File: config.mk
export PLATFORM = sky130hd
export DESIGN_NAME = apb_slave_mem
export DESIGN_NICKNAME = d
export VERILOG_FILES = /design/src/rtl/apb_slave_mem.sv
export SDC_FILE = /design/constraint.sdc
export NUM_CORES = 1
export LEC_CHECK = 0
export ABC_AREA = 1
export BUFFER_PORTS_ARGS = -buffer_cell sky130_fd_sc_hd__buf_4
export CORE_MARGIN = 8
export CORE_UTILIZATION = 65
export DETAILED_ROUTE_END_ITERATION = 7
export GPL_TIMING_DRIVEN = 0
export PLACE_DENSITY = 0.83
export SLEW_MARGIN = 10
export SYNTH_ARGS = -nofsm -noshare
export SYNTH_HDL_FRONTEND = slang
export SYNTH_SLANG_ARGS = --single-unit
File: constraint.sdc
create_clock -name pclk -period 2.7 [get_ports pclk]
set_input_delay 0.675 -clock pclk [delete_from_list [all_inputs] [get_ports pclk]]
set_output_delay 0.675 -clock pclk [all_outputs]
set_load 0.02 [all_outputs]
File: src/rtl/apb_slave_mem.sv
// APB completer with a word-indexed register memory, programmable wait states
// and a saturating count of errored transfers.
module apb_slave_mem #(
  parameter int unsigned ADDR_WIDTH  = 8,
  parameter int unsigned DATA_WIDTH  = 32,
  parameter int unsigned DEPTH       = 16,
  parameter int unsigned WAIT_CYCLES = 2
) (
  input  logic                  pclk,
  input  logic                  preset_n,
  input  logic                  pselx,
  input  logic                  penable,
  input  logic                  pwrite,
  input  logic [ADDR_WIDTH-1:0] paddr,
  input  logic [DATA_WIDTH-1:0] pwdata,
  output logic                  pready,
  output logic                  pslverr,
  output logic [DATA_WIDTH-1:0] prdata,
  output logic [7:0]            err_cnt_o
);

  localparam int unsigned IDX_W = (DEPTH > 1) ? $clog2(DEPTH) : 1;

  typedef enum logic [1:0] {S_IDLE, S_WAIT, S_RESP} state_t;

  state_t                state, state_next;
  logic [IDX_W-1:0]      addr_q;
  logic                  write_q;
  logic                  err_q;
  logic [DATA_WIDTH-1:0] wdata_q;
  logic [3:0]            cnt;
  logic [DATA_WIDTH-1:0] mem [DEPTH];

  logic                  setup;
  logic                  addr_err;
  logic [IDX_W-1:0]      resp_idx;
  logic                  resp_err;
  logic                  resp_read;

  assign setup    = pselx & ~penable;
  assign addr_err = 32'(paddr) >= 32'(DEPTH);

  // With zero wait states RESP is entered straight from the setup edge, so the
  // response must be built from the live bus rather than the latched copy.
  assign resp_idx  = (state == S_IDLE) ? paddr[IDX_W-1:0] : addr_q;
  assign resp_err  = (state == S_IDLE) ? addr_err         : err_q;
  assign resp_read = (state == S_IDLE) ? ~pwrite          : ~write_q;

  always_ff @(posedge pclk or negedge preset_n) begin
    if (!preset_n) state <= S_IDLE;
    else           state <= state_next;
  end

  always_comb begin
    state_next = state;
    case (state)
      S_IDLE: if (setup) state_next = (WAIT_CYCLES == 0) ? S_RESP : S_WAIT;
      S_WAIT: begin
        if (!pselx)          state_next = S_IDLE;
        else if (cnt == 4'd1) state_next = S_RESP;
      end
      S_RESP:  state_next = S_IDLE;
      default: state_next = S_IDLE;
    endcase
  end

  always_ff @(posedge pclk or negedge preset_n) begin
    if (!preset_n) begin
      addr_q    <= '0;
      write_q   <= 1'b0;
      err_q     <= 1'b0;
      wdata_q   <= '0;
      cnt       <= '0;
      pready    <= 1'b0;
      pslverr   <= 1'b0;
      prdata    <= '0;
      err_cnt_o <= '0;
    end else begin
      if (state == S_IDLE && setup) begin
        addr_q  <= paddr[IDX_W-1:0];
        write_q <= pwrite;
        wdata_q <= pwdata;
        err_q   <= addr_err;
        cnt     <= 4'(WAIT_CYCLES);
      end else if (state == S_WAIT) begin
        cnt <= cnt - 4'd1;
      end

      if (state == S_RESP && err_q && err_cnt_o != 8'hFF)
        err_cnt_o <= err_cnt_o + 8'd1;

      // RESP lasts exactly one cycle, so entering it is a one-cycle pulse.
      if (state_next == S_RESP) begin
        pready  <= 1'b1;
        pslverr <= resp_err;
        prdata  <= (resp_read && !resp_err) ? mem[resp_idx] : '0;
      end else begin
        pready  <= 1'b0;
        pslverr <= 1'b0;
        prdata  <= '0;
      end
    end
  end

  always_ff @(posedge pclk or negedge preset_n) begin
    if (!preset_n) begin
      for (int unsigned i = 0; i < DEPTH; i++) mem[i] <= '0;
    end else if (state == S_RESP && write_q && !err_q) begin
      mem[addr_q] <= wdata_q;
    end
  end

endmodule

==> results of run 1 <==
## power breakdown
part	total (W)	switching, W	leakage [nW]	internal [W]
clock	0.00846	0.00353	0.982	0.00493
combinational	0.00551	0.00415	4.35	0.00135
sequential	0.00949	0.000189	8.28	0.00930
## sequential cells by signal (all words and copies together), names as in the netlist
name and cells:
mem 512, cnt 4, wdata_q 32, err_q 1
pslverr 1, write_q 1, prdata 32, pready 1
err_cnt_o 8, addr_q 4, state 2
## through the flow
step / hold slack (ns) / instances / util (%)
4_1_cts: 0.233 / 3926 / 74.9
6_report: 0.249 / 3928 / 75.0
5_1_grt: 0.257 / 3927 / 75.0
3_5_place_dp: 0.473 / 3818 / 69.8
2_1_floorplan: 0.379 / 3201 / -
3_3_place_gp: 0.465 / 3812 / 69.4
## layout make-up
cell class | count | share of cell area (%)
diodes | 1 | 0.00838
clock buffers | 90 | 6.01
well taps | 525 | 2.20
flip-flops and latches | 598 | 50.1
plain buffers | 244 | 3.74
repair buffers | 93 | 2.77
multi-input cells | 2289 | 33.6
inverters | 71 | 0.893
clock inverters | 17 | 0.637
## critical path: cells and delay by family, from the launching register on
family | cells | cell delay, ns
AND/OR/NAND/NOR | 5 | 0.85
buffers and inverters | 3 | 0.97
flip-flops | 1 | 0.47
AO/OA/AOI/OAI | 1 | 0.29
## worst paths after layout
kind,depth (start not counted),slack (ns),startpoint,end
max in group asynchronous,5,0.69,preset_n,mem[504]
worst max-delay path,9,-0.01,state[0],prdata[15]
worst min-delay path,3,0.25,pwdata[28],wdata_q[28]
worst min register to register,2,0.49,mem[92],mem[92]
worst max register to register,9,-0.01,state[0],prdata[15]
min in group asynchronous,2,0.52,preset_n,mem[4]
## layer usage
layer	track usage (%)	wire, um	share of wire, %
met5	0	0	0
met4	20.2	5170	6.3
met3	7.68	8560	10
met2	53.7	37500	45
met1	44.5	31200	38
## placed cells by master (no fill, tap or decap), types with 2 or more instances in the layout
cell type	count
inv_1	66
nor3_1	5
clkbuf_8	16
buf_2	77
clkinvlp_4	2
buf_6	2
buf_4	102
nand2_4	7
clkbuf_4	3
nor4_1	2
clkbuf_2	12
o21ai_1	266
nand2_1	1162
buf_16	6
bufinv_16	4
clkinv_2	11
nand3_1	423
nand4_1	6
nor2_2	2
inv_2	5
clkbuf_16	61
nand2_2	5
xnor2_1	4
buf_1	8
nor3_4	3
clkbuf_1	138
dfrtp_1	597
o21ai_0	290
nor2_1	104
ha_1	3
xor2_1	2
## logic make-up (layout without fill, tap and decap cells)
| family | count (synthesis) | count (layout) |
|---|---|---|
| compound gates | 559 | 559 |
| simple gates | 1720 | 1721 |
| fa+ha+maj | 3 | 3 |
| buf+inv | 315 | 515 |
| flops | 598 | 598 |
| other cells | 0 | 1 |
| xor+xnor | 6 | 6 |
## timing repair
| action | in CTS | in global routing |
|---|---|---|
| cloned | 0 | 1 |
| gates resized for setup | 4 | 28 |
| endpoints found under the setup margin | 20 | 31 |
| pin swaps | 0 | 1 |
| hold endpoints to repair | 42 | 0 |
| hold buffers | 1 | 0 |
==> results.yml, run 1 <==
cts:
  cts_root_buf: "clkbuf_16"
  clock_sinks: 598
  clk_path_buf_depth: 3
  clk_pin_slew_ns: 0.06
  clk_latency_ns: 0.64
  post_cts_buffers: 0
  cts_tree: "done"
  htreeDepth: 2
  cts_inserted_buffers: 60
routing:
  drt_iter0_drc: 3552
  ant_nets: 0
  routed_wl_um: 82400
  viasPerCell: 6.20
  dr.pass1.iters: 8
  drc_errors: 0
  wl_per_cell_um: 21.0
  vias: 24400
yosys:
  synth_top_family_by_area: "simple AND/OR/NAND/NOR gates"
  syn-instance-count: 3201
  synth.area.mux_share_pct: 0
  yosysMostFrequentCell: "nand2_1"
  syn_avg_cell_area_sq_um: 8.23
  synth-compound-area-share_pct: 10.7
  synth_adder_area_share_pct: 0.143
  synthSimpleGateAreaFrac_pct: 27.0
  ys_ff_latch: 598
  synth_area_sq_mm: 0.0263
  synth_top_area_share_pct: 56.8
  synth_nets: 3249
  synthTopCellsByCount: "1165 x nand2_1, 598 x dfrtp_1, 423 x nand3_1"
  synth.area.top_cells: "dfrtp_1 57%, nand2_1 17%, nand3_1 8.0%"
  async_reset_ff_share_pct: 100
  seq_area_frac_synth_pct: 56.8
  yosys_most_used_dff: "dfrtp_1"
  yosysWarnings: 0
  synth_edf_count: 0
  yosysTopAreaCell: "dfrtp_1"
  synthXorXnorAreaFrac_pct: 0.200
  yosysUniqueCellTypes: 27
critical_path:
  crit_path_end_kind: "register"
  worstPathArrival_ns: 3.23
  cp_max_fo: 10
  critical_path_required_ns: 3.21
  worstSetupPathType: "register to register"
  critical_path.slowest_cell: "dfrtp_1"
  cp_slowest_stage_delay_ns: 0.47
  crit_chain: "nor2_4, o21ai_1, inv_2, buf_2, buf_2, nand3_1, nand3_1, nand2_1, nor2_2"
  cp-start-kind: "register"
place:
  io_buffer_count: 86
  dp_hpwl_um: 57500
  preCtsSetupSlack_ns: -0.186
  gp_congestion: 0.931
  placed_area_sq_mm: 0.0278
timing:
  finalSetupViolations: 1
  fmax_mhz: 368
  fin_worst_skew_ns: 0.0297
  maxSlewHeadroom_pct: 47.2
  fin_crit_ns: 2.71
  worst_slack_ns: -0.0145
  post-route-period-util_pct: 101
  hold_viol: 0
  tns_ns: -0.0145
  report.final.slew_viol_count: 0
  tightest_slew_ns: 0.787
  rsz0062_at_grt: "no"
cells_and_area:
  area_growth_pct: 13.4
  multi_input_area_sq_mm: 0.0100
  fillers: 2970
  drive_above_1_share_pct: 9.47
  stdcell_area_sq_mm: 0.0299
  nets: 3405
  regArea_sq_mm: 0.0150
status:
  status: "finished with violations"
  violations: "negative setup slack"
global_route:
  grt_util_all_layers_pct: 34.5
  grt_overflow: 0
  grt_pass1_vias: 23800
  antenna_found_initial: 0
  grt_start_max_net_pins: 120
  grt_pass1_wl_um: 129000
power:
  power_density_mw_per_mm2: 786
  ir_drop_uv: 627
  power_w: 0.0235
  leakage_nw: 13.6
floorplan:
  die_x_um: 217
  die_y_um: 217
  dieArea_sq_mm: 0.0472
  rows: 73
  floorplan.initialDensity_pct: 66.1
  ios: 87
  core_sq_mm: 0.0398
worst_hold_path:
  worstHoldPathType: "primary input to register"
run:
  cap_violations: 0
Note: power is estimated with default switching activity, not from simulation.
==> run 2, diff against run 1 <==
--- a/config.mk
+++ b/config.mk
@@ -11,7 +11,7 @@
 export CORE_UTILIZATION = 65
 export DETAILED_ROUTE_END_ITERATION = 7
 export GPL_TIMING_DRIVEN = 0
-export PLACE_DENSITY = 0.83
+export PLACE_DENSITY = 0.87
 export SLEW_MARGIN = 10
 export SYNTH_ARGS = -nofsm -noshare
 export SYNTH_HDL_FRONTEND = slang
==> run 2 against run 1 <==
The flow finishes with violations (negative hold slack, negative setup slack). Count of clock-buffer cells in the layout unchanged. Sequential power is essentially flat. Sequential cell count did not move. Largest cell class unchanged. Largest power group unchanged.
==> results.yml, run 2 (same netlist as run 1, synthesis figures left out) <==
routing:
  ant_nets: 0
  vias: 24700
  routed_wl_um: 83100
  viasPerCell: 6.28
  wl_per_cell_um: 21.2
  dr.pass1.iters: 8
  drc_errors: 0
  drt_iter0_drc: 3742
cells_and_area:
  top_register: "mem"
  reg_top3: "mem (512), prdata (32), wdata_q (32)"
  mostFrequentLayoutCell: "nand2_1"
  fin_util_pct: 75.1
  final_cell_mix: "1164 x nand2_1, 598 x dfrtp_1, 423 x nand3_1"
  drive_above_1_share_pct: 9.46
  area_growth_pct: 13.6
  stdcell_area_sq_mm: 0.0299
  antenna_cells: 0
  layout.cells.non_filler: 3929
  nets: 3403
  largest_reg_flops: 512
cts:
  cts_inserted_buffers: 60
  clock_sinks: 598
  clk_pin_slew_ns: 0.06
  htreeDepth: 2
  cts_tree: "done"
  clk_path_buf_depth: 3
  holdBufCountCts: 0
  clk_latency_ns: 0.65
  cts_root_buf: "clkbuf_16"
timing:
  fin_worst_skew_ns: 0.0263
  post-route-period-util_pct: 102
  rsz0062_at_grt: "yes"
  worst_slack_ns: -0.0522
  report.final.slew_viol_count: 0
  tns_ns: -0.132
  hold_slack_ns: -0.0250
  fin_crit_ns: 2.75
  fmax_mhz: 363
  tightest_slew_ns: 0.864
  hold_viol: 11
  maxSlewHeadroom_pct: 42.4
  finalSetupViolations: 3
floorplan:
  rows: 73
  floorplan.initialDensity_pct: 66.1
  dieArea_sq_mm: 0.0472
  core_sq_mm: 0.0398
  die_x_um: 217
  die_y_um: 217
  ios: 87
critical_path:
  critical_path.slowest_cell: "o21ai_1"
  cp_slowest_stage_delay_ns: 0.46
  critPathTopFamily: "simple AND/OR/NAND/NOR gates"
  cpMostUsedCell: "nor2_1"
  cp-start-kind: "register"
  worst-path-buf-inv: 3
  rrSetupSlack_ns: -0.05
  cp_max_fo: 10
  critical_path_required_ns: 3.23
  crit_path_end_kind: "register"
  crit_chain: "nor2_4, nand2_1, o21ai_1, inv_2, clkbuf_4, clkbuf_1, nor2_1, nor2_1, nor2_2"
  worstSetupPathType: "register to register"
  worstPathArrival_ns: 3.29
global_route:
  antenna_found_initial: 0
  grt_overflow: 0
  grt_util_all_layers_pct: 34.9
  grt_start_max_net_pins: 106
  grt_pass1_vias: 23700
  grt_pass1_wl_um: 129000
power:
  power_switching_w: 0.00804
  clkPwrFrac_pct: 36.9
  ir_drop_uv: 600
  combPwrFrac_pct: 23.4
  p_int_w: 0.0158
  seqPwrFrac_pct: 39.8
  power_density_mw_per_mm2: 797
  leakage_nw: 13.6
  swShare_pct: 33.7
status:
  status: "finished with violations"
  violations: "negative hold slack, negative setup slack"
worst_hold_path:
  worstHoldPathType: "primary input to asynchronous set/reset pin"
place:
  preCtsSetupSlack_ns: -0.215
  io_buffer_count: 86
  gp_congestion: 0.950
  dp_hpwl_um: 57600
  placed_cells: 3818
  placed_area_sq_mm: 0.0278
run:
  cap_violations: 0
[run 2: changes by cell type in the layout (fill, tap and decap cells not counted), sizes merged]
cell | previous run | this run
clkinv | 11 | 10
dlygate4sd3 | 1 | 0
bufinv | 4 | 6
buf | 196 | 195
nor2 | 107 | 106
diode | 1 | 0
clkbuf | 230 | 231
inv | 71 | 74
[run 2: worst paths after layout]
| path | startpoint | to | depth (start not counted) |
|---|---|---|---|
| min reg2reg | mem[473] | mem[473] | 2 |
| min in group pclk | pwdata[0] | wdata_q[0] | 3 |
| max reg2reg | state[0] | prdata[0] | 9 |
| min | preset_n | mem[57] | 1 |
| max | state[0] | prdata[0] | 9 |
| max in group asynchronous | preset_n | mem[390] | 4 |
[run 2: stage by stage]
stage          hold slack (ns)  power (W)
2_1_floorplan            0.379     0.0128
4_1_cts                 0.0111     0.0236
6_report               -0.0250     0.0238
3_5_place_dp             0.473     0.0149
5_1_grt                 0.0331     0.0245
3_3_place_gp             0.466     0.0147
[run 2: repair_timing]
action / in CTS / in global routing
buffers inserted: 0 / 0
pin swaps: 0 / 0
gates resized for setup: 4 / 28
endpoints found under the setup margin: 24 / 27
[run 2: layout make-up]
cell class	instances	area, sq um
well taps	525	657
fillers	2908	9900
clock inverters	21	272
clock buffers	90	1800
multi-input cells	2288	10000
flip-flops and latches	598	15000
plain buffers	244	1120
repair buffers	92	818
inverters	71	267
[run 2: metal layers]
metal | global-route usage, % | share of wire [%]
met3 | 9.00 | 11
met5 | 0 | 0
met1 | 44.9 | 38
met4 | 21.5 | 6.7
met2 | 52.9 | 45
[run 2: power groups by stage]
stage                     Sequential (W)  Combinational, W  Clock [W]
after floorplan                  0.00962           0.00314          0
after global placement           0.00962           0.00512          0
after detailed placement         0.00964           0.00528          0
after CTS                        0.00948           0.00535    0.00875
after global routing             0.00951           0.00587    0.00914
final                            0.00949           0.00557    0.00879
